`src/rtl/router_1xn.sv`:
```
// router_1xn: routes packets from one byte-wide source to NCH output FIFOs.
// Packet = header, LEN payload bytes, parity byte. Header carries the
// destination address in its low AW bits and LEN in the remaining bits.
// A channel left unread for TIMEOUT cycles while non-empty is flushed.
//
// Ports:
//   clk      - clock, rising edge
//   rst      - asynchronous reset, active low
//   pkt_vld  - source byte valid
//   din      - source byte
//   re       - per-channel read enable
//   d_out    - per-channel read data, channel i at [i*DW +: DW]
//   vld_out  - per-channel FIFO non-empty
//   busy     - source must hold din/pkt_vld
//   err      - one-cycle pulse on parity mismatch (during CHECK)
//   drop     - one-cycle pulse after discarding a header with bad address
module router_1xn #(
  parameter int NCH     = 4,
  parameter int DW      = 8,
  parameter int DEPTH   = 16,
  parameter int TIMEOUT = 30
) (
  input  logic              clk,
  input  logic              rst,
  input  logic              pkt_vld,
  input  logic [DW-1:0]     din,
  input  logic [NCH-1:0]    re,
  output logic [NCH*DW-1:0] d_out,
  output logic [NCH-1:0]    vld_out,
  output logic              busy,
  output logic              err,
  output logic              drop
);

  localparam int AW = $clog2(NCH);
  localparam int PW = $clog2(DEPTH);
  localparam int LW = DW - AW;
  localparam int TW = $clog2(TIMEOUT + 1);

  localparam logic [AW:0]   NCH_L   = (AW + 1)'(NCH);
  localparam logic [LW-1:0] LEN_ONE = LW'(1);
  localparam logic [PW:0]   CNT_ONE = (PW + 1)'(1);
  localparam logic [PW:0]   DEPTH_L = (PW + 1)'(DEPTH);
  localparam logic [PW-1:0] PTR_ONE = PW'(1);
  localparam logic [TW-1:0] TO_ONE  = TW'(1);
  localparam logic [TW-1:0] TO_LAST = TW'(TIMEOUT - 1);

  typedef enum logic [2:0] {
    IDLE, WAIT_EMPTY, LOAD_DATA, LOAD_PARITY, CHECK, DROP
  } state_t;

  state_t        state;
  logic [AW-1:0] dest;
  logic [LW-1:0] len_tgt;
  logic [LW-1:0] len_cnt;
  logic [DW-1:0] par;
  logic          err_r;
  logic          drop_r;

  logic [NCH-1:0] empty;
  logic [NCH-1:0] full;
  logic [NCH-1:0] flush;

  logic [AW-1:0] hdr_addr;
  logic [LW-1:0] hdr_len;
  logic [LW-1:0] hdr_len_eff;
  logic          hdr_valid;
  logic [AW-1:0] wr_ch;
  logic          load_st;
  logic          accept;
  logic          abort;
  logic          wr_en;

  assign hdr_addr    = din[AW-1:0];
  assign hdr_len     = din[DW-1:AW];
  assign hdr_len_eff = (hdr_len == '0) ? LEN_ONE : hdr_len;
  assign hdr_valid   = {1'b0, hdr_addr} < NCH_L;

  assign load_st = (state == LOAD_DATA) || (state == LOAD_PARITY);

  // busy is purely combinational so a full FIFO stalls the source in the
  // same cycle; a read of a full FIFO frees space only from the next cycle.
  always_comb begin
    busy = 1'b0;
    case (state)
      IDLE:                   busy = pkt_vld && hdr_valid && !empty[hdr_addr];
      WAIT_EMPTY:             busy = !empty[dest];
      LOAD_DATA, LOAD_PARITY: busy = full[dest];
      CHECK:                  busy = 1'b1;
      default:                busy = 1'b0;
    endcase
  end

  assign accept = pkt_vld && !busy;
  // A timeout flush of the channel being loaded kills the rest of the packet.
  assign abort  = load_st && flush[dest];
  assign wr_ch  = (state == IDLE) ? hdr_addr : dest;
  assign wr_en  = accept && !abort &&
                  (((state == IDLE) && hdr_valid) || (state == WAIT_EMPTY) || load_st);

  assign vld_out = ~empty;
  assign err     = err_r;
  assign drop    = drop_r;

  always_ff @(posedge clk or negedge rst) begin
    if (!rst) begin
      state   <= IDLE;
      dest    <= '0;
      len_tgt <= '0;
      len_cnt <= '0;
      par     <= '0;
      err_r   <= 1'b0;
      drop_r  <= 1'b0;
    end else begin
      err_r  <= 1'b0;
      drop_r <= 1'b0;
      case (state)
        IDLE: begin
          if (pkt_vld) begin
            if (!hdr_valid) begin
              drop_r <= 1'b1;
              state  <= DROP;
            end else if (accept) begin
              dest    <= hdr_addr;
              len_tgt <= hdr_len_eff;
              len_cnt <= '0;
              par     <= din;
              state   <= LOAD_DATA;
            end else begin
              dest  <= hdr_addr;
              state <= WAIT_EMPTY;
            end
          end
        end
        WAIT_EMPTY: begin
          if (accept) begin
            len_tgt <= hdr_len_eff;
            len_cnt <= '0;
            par     <= din;
            state   <= LOAD_DATA;
          end
        end
        LOAD_DATA: begin
          if (abort) begin
            state <= DROP;
          end else if (accept) begin
            par     <= par ^ din;
            len_cnt <= len_cnt + LEN_ONE;
            if (len_cnt + LEN_ONE == len_tgt) state <= LOAD_PARITY;
          end
        end
        LOAD_PARITY: begin
          if (abort) begin
            state <= DROP;
          end else if (accept) begin
            err_r <= (din != par);
            state <= CHECK;
          end
        end
        CHECK: state <= IDLE;
        DROP:  if (!pkt_vld) state <= IDLE;
        default: state <= IDLE;
      endcase
    end
  end

  for (genvar i = 0; i < NCH; i++) begin : g_ch
    logic [DW-1:0] mem [DEPTH];
    logic [PW-1:0] wptr;
    logic [PW-1:0] rptr;
    logic [PW:0]   cnt;
    logic [TW-1:0] tcnt;
    logic [DW-1:0] dout_r;
    logic          wr_i;
    logic          rd_i;
    logic          idle_i;

    assign empty[i] = (cnt == '0);
    assign full[i]  = (cnt == DEPTH_L);
    assign wr_i     = wr_en && (wr_ch == AW'(i));
    assign rd_i     = re[i] && !empty[i];
    assign idle_i   = !empty[i] && !re[i];
    assign flush[i] = idle_i && (tcnt == TO_LAST);
    assign d_out[i*DW +: DW] = dout_r;

    always_ff @(posedge clk) begin
      if (wr_i) mem[wptr] <= din;
    end

    // Flush only fires with re[i]=0 and never coincides with a write to this
    // channel, so it can simply snap the read pointer to the write pointer.
    always_ff @(posedge clk or negedge rst) begin
      if (!rst) begin
        wptr   <= '0;
        rptr   <= '0;
        cnt    <= '0;
        tcnt   <= '0;
        dout_r <= '0;
      end else begin
        if (idle_i && !flush[i]) tcnt <= tcnt + TO_ONE;
        else                     tcnt <= '0;
        if (flush[i]) begin
          cnt  <= '0;
          rptr <= wptr;
        end else begin
          if (rd_i) begin
            dout_r <= mem[rptr];
            rptr   <= rptr + PTR_ONE;
          end
          if (wr_i) wptr <= wptr + PTR_ONE;
          case ({wr_i, rd_i})
            2'b10:   cnt <= cnt + CNT_ONE;
            2'b01:   cnt <= cnt - CNT_ONE;
            default: cnt <= cnt;
          endcase
        end
      end
    end
  end

endmodule

```
`config.mk`:
```
export PLATFORM = sky130hd
export DESIGN_NAME = router_1xn
export DESIGN_NICKNAME = d
export VERILOG_FILES = /design/src/rtl/router_1xn.sv
export SDC_FILE = /design/constraint.sdc
export NUM_CORES = 1
export LEC_CHECK = 0
export ABC_CLOCK_PERIOD_IN_PS = 5300
export BUFFER_PORTS_ARGS = -buffer_cell sky130_fd_sc_hd__buf_2
export CAP_MARGIN = 30
export CORE_MARGIN = 2
export CORE_UTILIZATION = 45
export CTS_CLUSTER_DIAMETER = 120
export DETAILED_ROUTE_END_ITERATION = 8
export GPL_TIMING_DRIVEN = 0
export HOLD_SLACK_MARGIN = 0.06
export PLACE_DENSITY = 0.64
export SETUP_SLACK_MARGIN = 0.02
export SLEW_MARGIN = 20
export SYNTH_ARGS = -nofsm -noshare
export SYNTH_HDL_FRONTEND = slang
export SYNTH_SLANG_ARGS = --single-unit
```
`constraint.sdc`:
```
create_clock -name clk -period 5.3 [get_ports clk]
set_input_delay 0.53 -clock clk [delete_from_list [all_inputs] [get_ports clk]]
set_output_delay 0.53 -clock clk [all_outputs]
set_load 0.005 [all_outputs]
```
### After elaboration in Yosys (flattened, before gate mapping)

Memory sizes are Yosys's and may differ from the RTL's. A register that Yosys moved wholly into a read port is not among the register bits.
Cells that the tools add are included.

| word-level totals | value |
|---|---|
| register bits after elaboration | 98 |
| memory bits (writable) | 512 |
| input port bits | 15 |
| output and inout port bits | 39 |
| word-level logic and storage cells | 232 |
| memories | 4 |

| cells by class | value |
|---|---|
| $add $sub $neg | 21 |
| $lt $le $gt $ge | 2 |
| equal/unequal tests | 34 |
| muxes and demuxes | 65 |
| bitwise operators | 6 |
| reductions and logical operators | 78 |

Memory list:

| memory | words | bits a word | read ports | clocked after memory_dff | write ports | RTL line | source |
|---|---|---|---|---|---|---|---|
| g_ch[0].mem | 16 | 8 | 1 | 1 | 1 | 168 | `logic [DW-1:0] mem [DEPTH];` |
| g_ch[1].mem | 16 | 8 | 1 | 1 | 1 | 168 |  |
| g_ch[2].mem | 16 | 8 | 1 | 1 | 1 | 168 |  |
| g_ch[3].mem | 16 | 8 | 1 | 1 | 1 | 168 |  |

Operators by type and width:

| kind | number |
|---|---|
| $mux 6 | 7 |
| $add 5x1->5 const B | 8 |
| $eq 5x5->1 const B | 8 |
| $mux 5 | 8 |
| $pmux 5 s2 | 4 |
| $add 4x1->4 const B | 8 |
| $mux 4 | 8 |
| $mux 8 | 4 |
| $logic_and 1x1->1 | 25 |
| $mux 3 | 8 |
| $pmux 8 s3 | 1 |
| $logic_not 1->1 | 20 |
| $logic_not 5->1 | 4 |
| $reduce_and 2->1 | 10 |
| $sub 5x1->5 const B | 4 |
| $pmux 6 s3 | 1 |
| $mux 1 | 15 |
| $pmux 3 s5 | 1 |
| $reduce_bool 3->1 | 5 |
| $eq 2x2->1 const B | 6 |
| $pmux 6 s2 | 1 |
| $eq 2x1->1 const B | 5 |
| $ne 2x2->1 const B | 5 |
| $reduce_bool 2->1 | 5 |
| other kinds (22) | 35 |

### Longest topological paths before layout

| depth | value |
|---|---|
| depth after elaboration | 14 |
| mapped depth | 19 |
| mapped depth without buffers | 16 |

### Worst setup path before layout

Ideal clock, no wire load.

| timing | value |
|---|---|
| kind | register -> register |
| start point | register g_ch[3].cnt[1] |
| end point | register g_ch[0].cnt[4] |
| setup time | 0.132 ns |
| arrival time | 3.640 ns |
| data required time | 5.168 ns |
| slack | 1.528 ns |
| stages on the path, launching flop included | 19 |
| buffers on the path | 4 |
| clock period less this slack | 3.772 ns |
| cell sequence | dfrtp_1 -> buf_6 -> nor4_4 -> a211o_1 -> buf_6 -> mux4_2 -> nor2_2 -> or4b_4 -> buf_6 -> buf_2 -> nor2_4 -> nor2_1 -> xor2_1 -> ha_1 -> or3_1 -> a21oi_1 -> o21ai_0 -> a221oi_1 -> mux2i_1 |

| on the way | value |
|---|---|
| longest elaborated chain between the ends | 14 |
| elaborated cells on any way between the ends | 29 |
| classes of those cells | 3 x eq/ne; 11 x mux; 15 x reduce/logical |

RTL lines:

| what | RTL line | source |
|---|---|---|
| from (decl) | 171 | `logic [PW:0] cnt;` |
| from (signal assigned) | 212 | `2'b10: cnt <= cnt + CNT_ONE;` |
| from (signal assigned) | 213 | `2'b01: cnt <= cnt - CNT_ONE;` |
| from (signal assigned) | 214 | `default: cnt <= cnt;` |
| $logic_not 5->1 | 178 | `assign empty[i] = (cnt == '0);` |
| $bmux 1 s2 / $logic_not 1->1 (equally long branches) | 86, 182 |  |
| $mux 1 (not written as such) / $logic_and 1x1->1 (equally long branches) | 86, 182 |  |
| $logic_not 1->1 / $logic_and 1x1->1 (equally long branches) | 86, 183 |  |
| $logic_and 1x1->1 / $bmux 1 s2 (equally long branches) | 86, 96 |  |
| $pmux 1 s4 / $mux 1 (equally long branches) | 85, 96 |  |
| $logic_not 1->1 / $logic_and 1x1->1 (equally long branches) | 94, 96 |  |
| $logic_and 1x1->1 / $logic_not 1->1 (equally long branches) | 94, 98 |  |
| $logic_and 1x1->1 (*) (2 in series) | 98 | `assign wr_en = accept && !abort &&` |
| $logic_and 1x1->1 (*) | 180 | `assign wr_i = wr_en && (wr_ch == AW'(i));` |
| $eq 2x1->1 / $eq 2x2->1 (equally long branches) | 211 | `case ({wr_i, rd_i})` |
| $pmux 5 s2 | 211 |  |
| $mux 5 | 202 | `if (flush[i]) begin` |
| to (signal assigned) | 212 |  |
| to (signal assigned) | 213 |  |
| to (signal assigned) | 214 |  |
| to (decl) | 171 |  |

Mark *: on every way between the ends. The rest lies on a longest branch, timed or not. The select of a mux whose other input is x is not followed.
A chain may end at the register's enable or synchronous reset.

### Worst setup path in the final report

| timing | value |
|---|---|
| start point | register g_ch[2].tcnt[1] |
| end point | register g_ch[0].cnt[4] |

| on the way | value |
|---|---|
| longest elaborated chain between the ends | 12 |
| elaborated cells on any way between the ends | 14 |
| classes of those cells | 3 x eq/ne; 4 x mux; 7 x reduce/logical |

RTL lines:

| what | RTL line | source |
|---|---|---|
| from (decl) | 172 | `logic [TW-1:0] tcnt;` |
| from (signal assigned) | 200 | `if (idle_i && !flush[i]) tcnt <= tcnt + TO_ONE;` |
| $eq 5x5->1 (*) | 183 | `assign flush[i] = idle_i && (tcnt == TO_LAST);` |
| $logic_and 1x1->1 (*) | 183 |  |
| $bmux 1 s2 (*) | 96 | `assign abort = load_st && flush[dest];` |
| $mux 1 (not written as such) (*) | 96 |  |
| $logic_and 1x1->1 (*) | 96 |  |
| $logic_not 1->1 (*) | 98 |  |
| $logic_and 1x1->1 (*) (2 in series) | 98 |  |
| $logic_and 1x1->1 (*) | 180 |  |
| $eq 2x1->1 / $eq 2x2->1 (equally long branches) | 211 |  |
| $pmux 5 s2 | 211 |  |
| $mux 5 | 202 |  |

Marked as above.

==> impl_metrics.tcl <==
set metrics [dict create \
    final-max-slew-violation-count 0 \
    cp-end-kind "register" \
    critPathBufInv 3 \
    drt_iter0_drc 1137 \
    worstPathCellList "inv_1 -> ha_1 -> nand4_1 -> a211o_2 -> mux4_2 -> nor2_2 -> or4b_4 -> buf_6 -> buf_2 -> nor2_4 -> nor2_1 -> xor2_1 -> ha_1 -> or3_1 -> a21oi_1 -> o21ai_0 -> a221oi_1 -> mux2i_1" \
    r2r_cells 18 \
    holdPathStages 4 \
    hpwl_mm 35.5 \
    area_delta_synth_final_pct 13.1 \
    routed_wirelength_mm 56.9 \
    final_cell_area_sq_um 30500 \
    clock_path_buffers 3 \
    overflow 0 \
    clock_sinks 642 \
    worst_pin_slew_ns 0.875 \
    dp_slack_ns 0.433 \
    yosys_warnings 0 \
    fin_crit_ns 4.48 \
    dieArea_sq_um 61900 \
    setup_violations 0 \
    ys.flop_type "edfxtp_1" \
    die_y_microns 249 \
    final_nets 1789 \
    cts_buffers 67 \
    postCtsSetupBuffers 0 \
    num_rows 89 \
    crit_top_cell "ha_1" \
    wl_per_cell_microns 22.2 \
    stdcell_count 2564 \
    netlist_area_sq_um 27000 \
    htreeDepth 3 \
    ctsResizeCount 0 \
    finalWeightedCongestion 0.861 \
    ios 54 \
    grt_pass1_wl_mm 88.3 \
    place_inst 2437 \
    placed_area_sq_um 28400 \
    synth_edf_count 512 \
    insertion_delay_ns 0.61 \
    grt_max_degree 82 \
    post-route-util_pct 51.6 \
    via_per_inst 5.69 \
    fillers 4735 \
    cts_tree "yes" \
    ant_nets 0 \
    dr_wl_met3_mm 2.98 \
    layout.area.seq_sq_um 18600 \
    track_usage_pct 18.6 \
    drv_cap 0 \
    worst_slack_ns 0.824 \
    synth-async-reset-ratio_pct 20.2 \
    avgSynthCellArea_sq_um 16.8 \
    ys_seq_area_share_pct 69.0 \
    drt-met1-wl_mm 25.7 \
    ys_types 75 \
    clock-root-buffer "clkbuf_16" \
    hold_ws_ns 0.311 \
    drive_above_1_share_pct 20.6 \
    grt_pass1_vias 14800 \
    hold_viol 0 \
    num_antenna_cells 0 \
    multi_input_area_sq_um 7950 \
    cts_hold_buf 1 \
    core_sq_um 59100 \
    critical-path-max-stage-delay_ns 0.56 \
    power_density_nw_per_um2 524 \
    antenna_found_initial 0 \
    syn_nets 1660 \
    syn_inst 1608 \
    crit_type "reg -> reg" \
    period_share_pct 84.5 \
    wl_met2_mm 27.1 \
    clock_skew_ns 0.0322 \
    drt_first_pass_iters 5 \
    clk_pin_slew_ns 0.06 \
    relSlewSlack_pct 41.7 \
    crit_family "simple AND/OR/NAND/NOR gates" \
    p_leak_nw 10.5 \
    portBuffers 51 \
    timing.fmax_mhz 223 \
    drc_errors 0 \
    hold_path_class "in -> reg" \
    grt_setup_unrepaired "false" \
    top_layer_used "met4" \
    worst-path-stages 18 \
    initial_core_util_pct 45.6 \
    cp_slowest_cell "mux4_2" \
    path_max_fanout 10 \
    crit_arrival_ns 4.95 \
    ys_seq_elements 642 \
    worstSetupStartpointType "register" \
    die_w_microns 249 \
    via_count 14600 \
    peakVddDrop_uv 219 \
    required_ns 5.78 \
    status "finished clean" \
]
[cell usage in the layout (no fill, tap or decap), drive strengths merged, types with 12 or more instances in the layout]
cell    instances
xnor2          35
dfrtp         130
nor2           82
a21oi          31
clkbuf        148
inv            30
nand4          18
and2           16
o21ai          37
nor3           24
nand2         171
clkinv         25
nor3b          13
nand3          41
edfxtp        512
ha             37
xor2           19
and3           12
buf            94
mux4          161
mux2i          13
[layout make-up]
cell class / instances / share of cell area (%)
Multi-Input combinational cell: 847 / 26.0
Sequential cell: 642 / 61.0
Tap cell: 773 / 3.17
Inverter: 28 / 0.344
Buffer: 91 / 1.27
Clock buffer: 92 / 6.04
Timing Repair Buffer: 60 / 1.25
Clock inverter: 31 / 0.861
[cell families after synthesis]
family / count (synthesis) / share of synthesized area [%]
DFF: 642 / 69.0
and+or+nand+nor: 430 / 7.88
muxes: 181 / 14.2
AOI/OAI and AO/OA: 144 / 3.57
buffers and inverters: 119 / 1.82
xor gates and xnor gates: 54 / 1.75
adders and majority gates: 37 / 1.72
other: 1 / 0.0139
[registers in the layout, summed over array words and instances (netlist names)]
register and cells:
g_ch.tcnt 20, err 1, g_ch.rptr 16, len_tgt 6, g_ch.wptr 16, g_ch.cnt 20, g_ch.mem 512, par 8
len_cnt 6, state 3, dest 2, g_ch.dout_r 32
[synthesized netlist by cell type, types with 4 or more instances]
| master | n | area share, % |
|---|---|---|
| xor2_1 | 19 | 0.62 |
| a221o_1 | 4 | 0.15 |
| o31ai_1 | 6 | 0.17 |
| mux2_2 | 7 | 0.29 |
| nand2_1 | 171 | 2.4 |
| nand3_1 | 41 | 0.76 |
| nor4_1 | 6 | 0.14 |
| buf_6 | 4 | 0.17 |
| mux2i_1 | 13 | 0.48 |
| nand4_1 | 18 | 0.42 |
| a211o_1 | 6 | 0.19 |
| and2_1 | 15 | 0.35 |
| clkbuf_1 | 56 | 0.78 |
| nor3b_1 | 13 | 0.36 |
| nor2_1 | 79 | 1.1 |
| xnor2_1 | 35 | 1.1 |
| o21ai_0 | 37 | 0.69 |
| a21oi_1 | 31 | 0.57 |
| and4_1 | 8 | 0.26 |
| nor2b_1 | 5 | 0.12 |
| a31oi_1 | 9 | 0.21 |
| mux4_2 | 161 | 13 |
| nor3_1 | 24 | 0.45 |
| and3_1 | 12 | 0.28 |
| nor4_4 | 4 | 0.32 |
| o211ai_1 | 4 | 0.11 |
| nand2b_1 | 10 | 0.23 |
| inv_1 | 27 | 0.38 |
| buf_1 | 23 | 0.32 |
| a22oi_1 | 6 | 0.17 |
| a211oi_1 | 5 | 0.14 |
| edfxtp_1 | 512 | 57 |
| buf_2 | 6 | 0.11 |
| dfrtp_1 | 130 | 12 |
| ha_1 | 37 | 1.7 |
[stage by stage]
| stage | power, mW | setup TNS (ns) |
|---|---|---|
| 2_1_floorplan | 10.1 | 0 |
| 5_1_grt | 16.8 | 0 |
| 6_report | 16.0 | 0 |
| 4_1_cts | 16.1 | 0 |
| 3_5_place_dp | 11.6 | 0 |
| 3_3_place_gp | 11.4 | -16.25 |
[metal layers]
metal  GRT usage [%]  vias to the layer above
met4            5.68                        0
li1                -                     6547
met2            29.7                      400
met5               0                        -
met3            2.80                       66
met1            26.6                     7585
[report_power, final]
| group | switching (mW) | internal (mW) | total, mW |
|---|---|---|---|
| clock network | 1.92 | 2.60 | 4.52 |
| registers | 0.381 | 6.00 | 6.39 |
| logic | 2.78 | 2.30 | 5.08 |
| total | 5.07 | 10.9 | 16.0 |
[worst reg2reg max path, delay by kind of cell (launching register included)]
| kind | cells | cell delay [ns] |
|---|---|---|
| fa+ha+maj | 2 | 0.36 |
| flops | 1 | 0.39 |
| compound gates | 4 | 1.13 |
| simple gates | 6 | 1.21 |
| xor+xnor | 1 | 0.10 |
| mux | 2 | 0.67 |
| buf+inv | 3 | 0.49 |
[final timing paths]
| check | from | endpoint | slack, ns |
|---|---|---|---|
| hold / removal | re[3] | g_ch[3].rptr[0] | 0.31 |
| setup reg to reg | g_ch[2].tcnt[1] | g_ch[0].cnt[4] | 0.82 |
| max in group asynchronous | rst | g_ch[3].tcnt[0] | 4.10 |
| hold reg to reg | g_ch[0].dout_r[5] | g_ch[0].dout_r[5] | 0.47 |
| setup / recovery | g_ch[2].tcnt[1] | g_ch[0].cnt[4] | 0.82 |
| min in group asynchronous | rst | g_ch[0].dout_r[0] | 0.42 |
(Power assumes the default switching activity.)
